[config.mk]
export PLATFORM = sky130hd
export DESIGN_NAME = l2_req_queue_flat
export DESIGN_NICKNAME = d
export VERILOG_FILES = /design/src/rtl/l2_req_queue_if.sv /design/src/rtl/l2_req_queue.sv /design/src/flat_wrapper.sv
export SDC_FILE = /design/constraint.sdc
export NUM_CORES = 1
export LEC_CHECK = 0
export CAP_MARGIN = 10
export CORE_UTILIZATION = 30
export CTS_CLUSTER_DIAMETER = 50
export DETAILED_ROUTE_END_ITERATION = 16
export GPL_ROUTABILITY_DRIVEN = 1
export PLACE_DENSITY = 0.54
export SYNTH_ARGS = -nofsm -noshare
export SYNTH_HDL_FRONTEND = slang
export SYNTH_SLANG_ARGS = --single-unit
export TNS_END_PERCENT = 50
[constraint.sdc]
create_clock -name clk -period 3.4 [get_ports clk]
set_input_delay 0.34 -clock clk [delete_from_list [all_inputs] [get_ports clk]]
set_output_delay 0.34 -clock clk [all_outputs]
set_load 0.02 [all_outputs]
[src/rtl/l2_req_queue_if.sv]
// Handshake bundle between the L2 request merge, the OpenCAPI command/completion
// channels and the L2 control response path of l2_req_queue.
interface l2_req_queue_if #(
  parameter int nstrms_width = 6,
  parameter int tag_width    = 4
);
  // Every channel is valid/ready: a transfer happens on a rising clk edge where
  // both are high, and a raised valid holds with stable data until it transfers.
  logic                    i_req_v;
  logic                    i_req_r;
  logic [nstrms_width-1:0] i_req_sid;
  logic                    o_cmd_v;
  logic                    o_cmd_r;
  logic [nstrms_width-1:0] o_cmd_sid;
  logic [tag_width-1:0]    o_cmd_tag;
  logic                    i_cpl_v;
  logic                    i_cpl_r;
  logic [tag_width-1:0]    i_cpl_tag;
  logic                    o_rsp_v;
  logic                    o_rsp_r;
  logic [nstrms_width-1:0] o_rsp_sid;
  logic                    o_err;
  logic                    o_idle;

  modport master (
    output i_req_v, i_req_sid, o_cmd_r, i_cpl_v, i_cpl_tag, o_rsp_r,
    input  i_req_r, o_cmd_v, o_cmd_sid, o_cmd_tag, i_cpl_r, o_rsp_v, o_rsp_sid,
           o_err, o_idle
  );

  modport slave (
    input  i_req_v, i_req_sid, o_cmd_r, i_cpl_v, i_cpl_tag, o_rsp_r,
    output i_req_r, o_cmd_v, o_cmd_sid, o_cmd_tag, i_cpl_r, o_rsp_v, o_rsp_sid,
           o_err, o_idle
  );
endinterface

[src/rtl/l2_req_queue.sv]
// L2 request queue: FIFO of stream requests issued as tagged OpenCAPI commands,
// completions mapped back to stream responses. Optional counters: L2_REQ_QUEUE_STATS_EN.
module l2_req_queue #(
  parameter int nstrms       = 64,
  parameter int nstrms_width = $clog2(nstrms),
  parameter int qdepth       = 8,
  parameter int ntags        = 16,
  parameter int tag_width    = $clog2(ntags)
) (
  input  logic          clk,
  input  logic          reset,
  l2_req_queue_if.slave bus
`ifdef L2_REQ_QUEUE_STATS_EN
  ,
  output logic [31:0]   o_stat_req,
  output logic [31:0]   o_stat_cpl
`endif
);
  localparam int aw = $clog2(qdepth);

  logic [nstrms_width-1:0] fifo_mem [qdepth];
  logic [aw-1:0]           wr_ptr;
  logic [aw-1:0]           rd_ptr;
  logic [aw:0]             count;
  logic [ntags-1:0]        busy;
  logic [ntags-1:0]        busy_nxt;
  logic [nstrms_width-1:0] tag_table [ntags];
  logic                    rsp_v;
  logic [nstrms_width-1:0] rsp_sid;
  logic                    err;

  logic                    full;
  logic                    empty;
  logic                    push;
  logic                    pop;
  logic                    any_free;
  logic [tag_width-1:0]    free_tag;
  logic                    cpl_fire;
  logic                    cpl_hit;

  assign full     = (count == (aw+1)'(qdepth));
  assign empty    = (count == '0);
  assign push     = bus.i_req_v && !full;
  assign pop      = bus.o_cmd_v && bus.o_cmd_r;
  assign cpl_fire = bus.i_cpl_v && bus.i_cpl_r;
  assign cpl_hit  = cpl_fire && busy[bus.i_cpl_tag];

  // Scan downward so the last match left standing is the lowest free index.
  always_comb begin
    free_tag = '0;
    any_free = 1'b0;
    for (int i = ntags - 1; i >= 0; i--) begin
      if (!busy[i]) begin
        free_tag = tag_width'(i);
        any_free = 1'b1;
      end
    end
  end

  // The issued tag is free and the completed tag is busy, so the two never collide.
  always_comb begin
    busy_nxt = busy;
    if (cpl_hit) busy_nxt[bus.i_cpl_tag] = 1'b0;
    if (pop)     busy_nxt[free_tag]      = 1'b1;
  end

  always_ff @(posedge clk or negedge reset) begin
    if (!reset) begin
      wr_ptr <= '0;
      rd_ptr <= '0;
      count  <= '0;
      busy   <= '0;
      rsp_v  <= 1'b0;
      err    <= 1'b0;
    end else begin
      if (push) wr_ptr <= wr_ptr + 1'b1;
      if (pop)  rd_ptr <= rd_ptr + 1'b1;
      if (push && !pop)      count <= count + 1'b1;
      else if (pop && !push) count <= count - 1'b1;
      busy <= busy_nxt;
      if (cpl_hit)          rsp_v <= 1'b1;
      else if (bus.o_rsp_r) rsp_v <= 1'b0;
      if (cpl_fire && !busy[bus.i_cpl_tag]) err <= 1'b1;
    end
  end

  // Storage arrays carry no reset; validity is tracked by pointers and busy bits.
  always_ff @(posedge clk) begin
    if (push)    fifo_mem[wr_ptr]  <= bus.i_req_sid;
    if (pop)     tag_table[free_tag] <= fifo_mem[rd_ptr];
    if (cpl_hit) rsp_sid <= tag_table[bus.i_cpl_tag];
  end

`ifdef L2_REQ_QUEUE_STATS_EN
  always_ff @(posedge clk or negedge reset) begin
    if (!reset) begin
      o_stat_req <= '0;
      o_stat_cpl <= '0;
    end else begin
      if (pop)     o_stat_req <= o_stat_req + 32'd1;
      if (cpl_hit) o_stat_cpl <= o_stat_cpl + 32'd1;
    end
  end
`endif

  assign bus.i_req_r   = !full;
  assign bus.o_cmd_v   = !empty && any_free;
  assign bus.o_cmd_sid = fifo_mem[rd_ptr];
  assign bus.o_cmd_tag = free_tag;
  assign bus.i_cpl_r   = !rsp_v || bus.o_rsp_r;
  assign bus.o_rsp_v   = rsp_v;
  assign bus.o_rsp_sid = rsp_sid;
  assign bus.o_err     = err;
  assign bus.o_idle    = empty && (busy == '0) && !rsp_v;
endmodule
[src/flat_wrapper.sv]
// flat-port wrapper written by rule: the top's interface ports become plain ports
module l2_req_queue_flat 
#(
  parameter int nstrms       = 64,
  parameter int nstrms_width = $clog2(nstrms),
  parameter int qdepth       = 8,
  parameter int ntags        = 16,
  parameter int tag_width    = $clog2(ntags)
)
  (clk, reset, bus_i_req_v, bus_i_req_sid, bus_o_cmd_r, bus_i_cpl_v, bus_i_cpl_tag, bus_o_rsp_r, bus_i_req_r, bus_o_cmd_v, bus_o_cmd_sid, bus_o_cmd_tag, bus_i_cpl_r, bus_o_rsp_v, bus_o_rsp_sid, bus_o_err, bus_o_idle);
  l2_req_queue_if #(.nstrms_width(nstrms_width), .tag_width(tag_width)) bus_i ();
  input  logic clk;
  input  logic reset;
  input wire logic [$bits(bus_i.i_req_v)-1:0] bus_i_req_v;
  input wire logic [$bits(bus_i.i_req_sid)-1:0] bus_i_req_sid;
  input wire logic [$bits(bus_i.o_cmd_r)-1:0] bus_o_cmd_r;
  input wire logic [$bits(bus_i.i_cpl_v)-1:0] bus_i_cpl_v;
  input wire logic [$bits(bus_i.i_cpl_tag)-1:0] bus_i_cpl_tag;
  input wire logic [$bits(bus_i.o_rsp_r)-1:0] bus_o_rsp_r;
  output wire logic [$bits(bus_i.i_req_r)-1:0] bus_i_req_r;
  output wire logic [$bits(bus_i.o_cmd_v)-1:0] bus_o_cmd_v;
  output wire logic [$bits(bus_i.o_cmd_sid)-1:0] bus_o_cmd_sid;
  output wire logic [$bits(bus_i.o_cmd_tag)-1:0] bus_o_cmd_tag;
  output wire logic [$bits(bus_i.i_cpl_r)-1:0] bus_i_cpl_r;
  output wire logic [$bits(bus_i.o_rsp_v)-1:0] bus_o_rsp_v;
  output wire logic [$bits(bus_i.o_rsp_sid)-1:0] bus_o_rsp_sid;
  output wire logic [$bits(bus_i.o_err)-1:0] bus_o_err;
  output wire logic [$bits(bus_i.o_idle)-1:0] bus_o_idle;
  assign bus_i.i_req_v = bus_i_req_v;
  assign bus_i.i_req_sid = bus_i_req_sid;
  assign bus_i.o_cmd_r = bus_o_cmd_r;
  assign bus_i.i_cpl_v = bus_i_cpl_v;
  assign bus_i.i_cpl_tag = bus_i_cpl_tag;
  assign bus_i.o_rsp_r = bus_o_rsp_r;
  assign bus_i_req_r = bus_i.i_req_r;
  assign bus_o_cmd_v = bus_i.o_cmd_v;
  assign bus_o_cmd_sid = bus_i.o_cmd_sid;
  assign bus_o_cmd_tag = bus_i.o_cmd_tag;
  assign bus_i_cpl_r = bus_i.i_cpl_r;
  assign bus_o_rsp_v = bus_i.o_rsp_v;
  assign bus_o_rsp_sid = bus_i.o_rsp_sid;
  assign bus_o_err = bus_i.o_err;
  assign bus_o_idle = bus_i.o_idle;
  l2_req_queue #(.nstrms(nstrms), .nstrms_width(nstrms_width), .qdepth(qdepth), .ntags(ntags), .tag_width(tag_width)) u_core (.clk(clk), .reset(reset), .bus(bus_i));
endmodule
Word level (Yosys, flattened, before mapping)
Memory sizes are Yosys's and may differ from the RTL's. A register that Yosys moved wholly into a read port is not among the register bits. Index checks and enable logic that the tools add are counted.

Bits in registers: 28. Bits in writable memories: 144. Input bits: 16. Memories kept: 2.

Memories: u_core.tag_table (depth 16, bits a word 6, read ports 1, clocked after memory_dff 1, wr ports 1, line l2_req_queue.sv:27) `logic [nstrms_width-1:0] tag_table [ntags];`; u_core.fifo_mem (depth 8, bits a word 6, read ports 1, clocked after memory_dff 0, wr ports 1, line l2_req_queue.sv:21) `logic [nstrms_width-1:0] fifo_mem [qdepth];`.

Add/subtract/negate cells: 4. Order comparisons: 4. Equality and inequality tests: 1. Mux-type cells: 48. Bitwise operators: 3. Reductions and logical operators: 23.

Operators with widths (count): two-way mux 4 bit (18); two-way mux 16 bit (2); two-way mux 1 bit (25); bitwise AND 16 bit (1); zero test 16 bit (1); NOT 16 bit (1); bitwise OR 16 bit (1); logical AND 1 bit (12); less-than comparator 4 x 5 -> 1 bit, second input constant (2); demux 1 bit (select 4 bit) (2); greater-or-equal comparator 4 x 1 -> 1 bit, second input constant (2); adder 3 x 1 -> 3 bit, second input constant (2); zero test 1 bit (6); adder 4 x 1 -> 4 bit, second input constant (1); binary-select mux 1 bit (select 4 bit) (1); == test 4 bit, second input constant (1); zero test 4 bit (1); nonzero test 2 bit (2); subtractor 4 x 1 -> 4 bit, second input constant (1); logical OR 1 bit (1).

Longest topological paths before layout
Word-level depth: 22. Gate-level depth with buffers: 13. Depth with buffers taken out: 12.

Least setup slack after synthesis
No wires, ideal clock.

Path type: flip-flop to flip-flop. Start: reg u_core.count[0]. End: reg u_core.count[3]. Library setup time: 0.125 ns. Arrival time: 2.379 ns. Slack: 0.895 ns. Cell stages (with the launch flop): 14. Path buffers: 1. Path through: dfrtp_1 > nor4_1 > nand2b_1 > buf_6 > nor2_1 > inv_1 > ha_1 > inv_1 > ha_1 > a21o_1 > a21oi_1 > xnor2_1 > nor2_1 > xor2_1.

Cells in the longest elaborated chain, start to end: 7. Elaborated cells between the ends (all ways): 16. Classes of those cells: 2 x add/sub; 1 x eq/ne; 2 x mux; 11 x reduce/logical.

Ends and longest elaborated chain: start: declaration (line l2_req_queue.sv:24) `logic [aw:0] count;`; start signal: assignment (line l2_req_queue.sv:78) `if (push && !pop) count <= count + 1'b1;`; start signal: assignment (line l2_req_queue.sv:79) `else if (pop && !push) count <= count - 1'b1;`; branches (longest 7 deep; another with subtractor 4 x 1 -> 4 bit).

Parallel ways; which one is timed is not known. The select of a mux whose other input is x is not followed. A chain may end at the register's enable or synchronous reset.

Worst setup path in the final report
Start: reg u_core.rd_ptr[0]. End: out bus_o_cmd_sid[0].

Cells in the longest elaborated chain, start to end: 1.

Ends and longest elaborated chain: start: declaration (line l2_req_queue.sv:23) `logic [aw-1:0] rd_ptr;`; start signal: assignment (line l2_req_queue.sv:77) `if (pop) rd_ptr <= rd_ptr + 1'b1;`; memory (8 x 6 bit); end: declaration (line flat_wrapper.sv:22) `output wire logic [$bits(bus_i.o_cmd_sid)-1:0] bus_o_cmd_sid;`.

No other way between the ends.

==> results.sh <==
export IMPL_finalSetupViolations=0
export IMPL_clock_latency_ps=430
export IMPL_synthCells=427
export IMPL_num_antenna_cells=0
export IMPL_drt_antenna_violating_nets=0
export IMPL_slowest_delay_ps=590
export IMPL_period_share_pct=89.39
export IMPL_synth_top_cell_area_share_pct=60.60
export IMPL_drt_iter0_markers=327
export IMPL_final_cells=817
export IMPL_syn2layout_area_growth_pct=18.28
export IMPL_cts_num_sinks=178
export IMPL_track_usage_pct=13.13
export IMPL_syn_avg_cell_area_um2=17.41
export IMPL_grt_pass1_wl_um=24990
export IMPL_clockBufferDepth=2
export IMPL_drv_slew=0
export IMPL_finalHoldViolCount=0
export IMPL_yosys_area_top_type="edfxtp_1"
export IMPL_ir_drop_uv=321.3
export IMPL_drive_gt1_share_pct=21.91
export IMPL_globalplace_congestion=0.8703
export IMPL_cts_root_buf="clkbuf_16"
export IMPL_startpoint_type="register"
export IMPL_dr_pass1_iters=5
export IMPL_r2r_cells=12
export IMPL_postCtsSetupBuffers=0
export IMPL_cts_buffers=17
export IMPL_tns_ps=0
export IMPL_drc=0
export IMPL_seq_area_um2=5205
export IMPL_cap_violations=0
export IMPL_crit_type="register to primary output"
export IMPL_initial_core_util_pct=30.57
export IMPL_worstPathArrival_ps=2700
export IMPL_mappedNetlistArea_um2=7433
export IMPL_yosysSeqAreaShare_pct=70.02
export IMPL_path_clk_slew_ps=70
export IMPL_leakage_nw=2.871
export IMPL_post_dp_cell_area_um2=8227
export IMPL_grt_pass1_vias=4163
export IMPL_min_path_type="input pin to async pin"
export IMPL_hpwl_um=10380
export IMPL_final_common_cell="edfxtp_1"
export IMPL_wire_per_inst_um=19.09
export IMPL_yosys_warnings=0
export IMPL_reg2reg_from="u_core.count[0]"
export IMPL_grt_antenna_before_repair=0
export IMPL_status="complete, no violations"
export IMPL_cp_max_fo=17
export IMPL_skew_ps=11.42
export IMPL_rsz0062_at_grt="false"
export IMPL_nets=502
export IMPL_grt_ovfl_total=0
export IMPL_nFillCells=2255
export IMPL_avgViaCountPerCell=4.852
export IMPL_ys_flop_type="edfxtp_1"
export IMPL_io_pins=38
export IMPL_whs_ps=297.6
export IMPL_cts_hold_buf=0
export IMPL_totalWireLength_um=15600
export IMPL_fin_area_um2=8792
export IMPL_htree_num_levels=4
export IMPL_cts_tree="built"
export IMPL_worst_slew_pin_slew_ps=985.6
export IMPL_synth_edff_count=150
export IMPL_dieArea_um2=25410
export IMPL_cts_resized=0
export IMPL_path_cells="buf_4 > mux4_2 > mux2_2 > clkdlybuf4s50_1"
export IMPL_multiInputGateArea_um2=2108
export IMPL_fin_crit_ps=3039
export IMPL_port_buffers=37
export IMPL_syn_nets=449
export IMPL_reg2reg_slack_ps=500
export IMPL_dp_cells=785
export IMPL_die_width_um=159.4
export IMPL_grt_max_degree=31
export IMPL_layout_common_cells="edfxtp_1, mux4_2, clkdlybuf4s50_1"
export IMPL_worstReg2RegEnd="u_core.count[3]"
export IMPL_max_freq_ghz=0.3290
export IMPL_vias=3964
export IMPL_netlist_top_cells_area="edfxtp_1, mux4_2, dfrtp_1"
export IMPL_synth_cell_types=45
export IMPL_core_area_um2=24320
export IMPL_fp_dieH_um=159.4
export IMPL_async_flop_share_pct=15.73
export IMPL_cp_end_kind="primary output"
export IMPL_p_total_mw=7.356
export IMPL_relSlewSlack_pct=33.78
export IMPL_fp_row_count=57
export IMPL_synth_seq_cells=178
export IMPL_cp_required_ps=3060
export IMPL_slowest_stage="clkdlybuf4s50_1"
export IMPL_powerDensity_nw_per_um2=836.7
## cell type report
type | count | area share [%]
Sequential cell | 178 | 59.20
Multi-Input combinational cell | 223 | 23.98
Timing Repair Buffer | 52 | 5.436
Clock buffer | 17 | 4.838
Tap cell | 324 | 4.611
Clock inverter | 15 | 1.594
Inverter | 8 | 0.3415
## kinds of logic after synthesis
group | Yosys count | share of synthesized area [%]
flip-flops | 178 | 70.02
multiplexers | 55 | 15.28
AO/OA/AOI/OAI | 51 | 4.023
buffers and inverters | 26 | 1.616
AND/OR/NAND/NOR | 103 | 7.002
adder cells (fa/ha/maj) | 6 | 1.111
XOR/XNOR | 8 | 0.9426
## worst max-delay path by stage
stage                           from          endpoint  depth (start not counted)
floorplan            u_core.count[0]   u_core.count[3]                         13
global placement      u_core.busy[0]   u_core.count[3]                         12
detailed placement   u_core.count[0]   u_core.count[3]                         12
CTS                 u_core.rd_ptr[0]  bus_o_cmd_sid[0]                          4
global route         u_core.count[0]   u_core.count[3]                         12
finish              u_core.rd_ptr[0]  bus_o_cmd_sid[0]                          4
## state kept, by name, summed over array words and instances (netlist names)
register              count
u_core.fifo_mem          48
u_core.busy              16
u_core.count              4
u_core.rd_ptr             3
u_core.wr_ptr             3
u_core.bus.o_rsp_sid      6
u_core.bus.o_rsp_v        1
u_core.tag_table         96
u_core.bus.o_err          1
## worst max-delay path, delay by kind of cell (launching register included)
family                 cells  cell delay [ps]
muxes                      2              980
DFF                        1              400
buffers and inverters      2              880
## where the power goes
| group | total (mW) | internal, mW | switching, mW |
|---|---|---|---|
| sequential | 3.36 | 3.05 | 0.313 |
| clock | 1.89 | 0.974 | 0.917 |
| combinational | 2.10 | 0.858 | 1.24 |
| total | 7.36 | 4.88 | 2.47 |
## metrics by stage
step	utilization, %	setup WS (ps)
final	36.15	360.8
after detailed placement	33.83	477.8
after CTS	36.15	297.3
after global routing	36.15	192.5
after global placement	33.83	578.6
after floorplan	-	895.3
## layer usage
layer	GRT usage [%]	vias up	share of wire (%)
met2	21.63	109	49
li1	-	1812	-
met5	0	-	0
met1	17.41	2030	46
met3	2.865	13	3.9
met4	3.802	0	1.1
## synth_stat cells (all sizes together), types with 2 or more instances
| cell type | instances |
|---|---|
| edfxtp | 150 |
| mux4 | 46 |
| o21ai | 36 |
| dfrtp | 28 |
| nand2 | 26 |
| nor2 | 24 |
| buf | 11 |
| nand2b | 11 |
| nor3 | 9 |
| inv | 8 |
| mux2 | 8 |
| clkbuf | 7 |
| nor4 | 7 |
| xnor2 | 7 |
| a21oi | 5 |
| ha | 5 |
| nand4 | 5 |
| nand3 | 4 |
| or3 | 4 |
| a21o | 3 |
| and4 | 3 |
| nand3b | 3 |
| or2 | 3 |
| a211oi | 2 |
(Power assumes the default switching activity.)
==> RTL edit: new RTL, config.mk and constraints unchanged <==
`nstrms` is set to 64 in 2 places; all go to 128.
--- a/src/rtl/l2_req_queue.sv
+++ b/src/rtl/l2_req_queue.sv
@@ -1,7 +1,7 @@
 // L2 request queue: FIFO of stream requests issued as tagged OpenCAPI commands,
 // completions mapped back to stream responses. Optional counters: L2_REQ_QUEUE_STATS_EN.
 module l2_req_queue #(
-  parameter int nstrms       = 64,
+  parameter int nstrms       = 128,
   parameter int nstrms_width = $clog2(nstrms),
   parameter int qdepth       = 8,
   parameter int ntags        = 16,
--- a/src/flat_wrapper.sv
+++ b/src/flat_wrapper.sv
@@ -1,7 +1,7 @@
 // flat-port wrapper written by rule: the top's interface ports become plain ports
 module l2_req_queue_flat 
 #(
-  parameter int nstrms       = 64,
+  parameter int nstrms       = 128,
   parameter int nstrms_width = $clog2(nstrms),
   parameter int qdepth       = 8,
   parameter int ntags        = 16,
Ports: changed (resized bus_i_req_sid, bus_o_cmd_sid and bus_o_rsp_sid); port bits go from 38 to 41. No check against the original RTL was run, so the function may have changed too.
==> RTL edit against the original RTL <==
Sequential share of layout area down 0.39 points; register-to-register slack worse by 0.09 ns; via count up 12%; sequential cell count up 25; highest routed layer unchanged; wire length up 16%; area after synthesis up 14%; total power up 17%; design area up 15%; combinational power up 14%; setup slack worse by 0.085 ns; maximum frequency down 2.7%; first-iteration DRC count up 16%.
==> RTL edit: results (changes against the original RTL) <==
outcome: "completed"  # unchanged
grt_pass1_vias: 4706  # was 4163
place.gp.congestion: 0.869  # was 0.870
crit_path_top_delay_cell: "dfrtp_1"  # was clkdlybuf4s50_1
viasPerCell: 4.80  # was 4.85
wl_met3_microns: 583  # was 615 microns
multi_input_area_share_pct: 23.3  # was 24.0%
critPathArrivalTime_ns: 2.78  # was 2.70 ns
grt_pass1_wl_mm: 27.9  # was 25.0 mm
synth-async-reset-ratio_pct: 13.8  # was 15.7%
die-width_microns: 170  # was 159 microns
fin_skew_ns: 0.0154  # was 0.0114 ns
muxShareOfSynthArea_pct: 16.4  # was 15.3%
syn_nets: 486  # was 449
cts_max_level: 1  # was 4
instances_no_fill: 925  # was 817
dpl.hpwl_mm: 12.0  # was 10.4 mm
grtUsageMet2_pct: 21.4  # was 21.6%
seq_cell_count: 203  # was 178
synth-edff-count: 175  # was 150
avgSynthCellArea_sq_um: 18.3  # was 17.4 sq um
tightest_slew_ns: 0.967  # was 0.986 ns
ys_top_cells_by_area: "edfxtp_1 (62%), dfrtp_1 (8.3%), mux4_2 (8.2%), mux4_1 (6.8%), o21ai_0 (1.9%)"  # was edfxtp_1 (61%), mux4_2 (14%), dfrtp_1 (9.4%), o21ai_0 (2.2%), nand2_1 (1.3%)
placed_cells: 882  # was 785
wire_per_inst_microns: 19.5  # was 19.1 microns
reg.largest.list: "u_core.tag_table (112), u_core.fifo_mem (56), u_core.busy (16)"  # was u_core.tag_table (96), u_core.fifo_mem (48), u_core.busy (16)
grt_usage_pct: 12.8  # was 13.1%
clkbuf_count: 31  # was 17
regArea_sq_um: 5960  # was 5200 sq um
gr-usage-met3_pct: 2.05  # was 2.87%
signal_buffers: 62  # was 52
synthDistinctLibCells: 46  # was 45
multi_input_cells: 231  # was 223
pre_cts_ws_ns: 0.449  # was 0.478 ns
post-route-period-util_pct: 91.9  # was 89.4%
holdWs_ns: 0.227  # was 0.298 ns
yosysSeqAreaShare_pct: 70.3  # was 70.0%
drive_gt1_share_pct: 18.8  # was 21.9%
clockBufferDepth: 3  # was 2
nets: 553  # was 502
synthAdderAreaFrac_pct: 0.975  # was 1.11%
drt-initial-drc-count: 378  # was 327
switching_power_w: 0.00273  # was 0.00247 W
cp-endpoint: "bus_o_cmd_sid[3]"  # was bus_o_cmd_sid[0]
netlist_top_cells_count: "edfxtp_1 (175), o21ai_0 (33), mux4_2 (31)"  # was edfxtp_1 (150), mux4_2 (46), o21ai_0 (33)
ir_drop_v: 0.000348  # was 0.000321 V
rr_startpoint: "u_core.busy[0]"  # was u_core.count[0]
wl_met1_mm: 8.32  # was 7.10 mm
synth_compound_area_share_pct: 3.53  # was 4.02%
-- RTL edit: changes by cell type in the layout (fill, tap and decap cells not counted), moves of 6 or more --
cell / unedited run / this run
clkbuf_16: 17 / 25
mux4_2: 46 / 31
edfxtp_1: 150 / 175
mux4_1: 0 / 22
clkbuf_1: 0 / 6
buf_4: 15 / 22
-- RTL edit: power by group through the flow --
stage	clock network [W]	logic (W)	registers, W
after floorplan	0	0.00152	0.00371
after global placement	0	0.00238	0.00384
after detailed placement	0	0.00242	0.00386
after CTS	0.00246	0.00243	0.00381
after global routing	0.00256	0.00261	0.00386
final	0.00240	0.00239	0.00381
-- RTL edit: cells by family (layout without fill, tap and decap cells) --
| logic type | count (synthesis) | count (layout) |
|---|---|---|
| fa+ha+maj | 6 | 6 |
| simple gates | 103 | 103 |
| mux | 63 | 63 |
| buf+inv | 29 | 113 |
| xor+xnor | 8 | 8 |
| flops | 203 | 203 |
| compound gates | 51 | 51 |
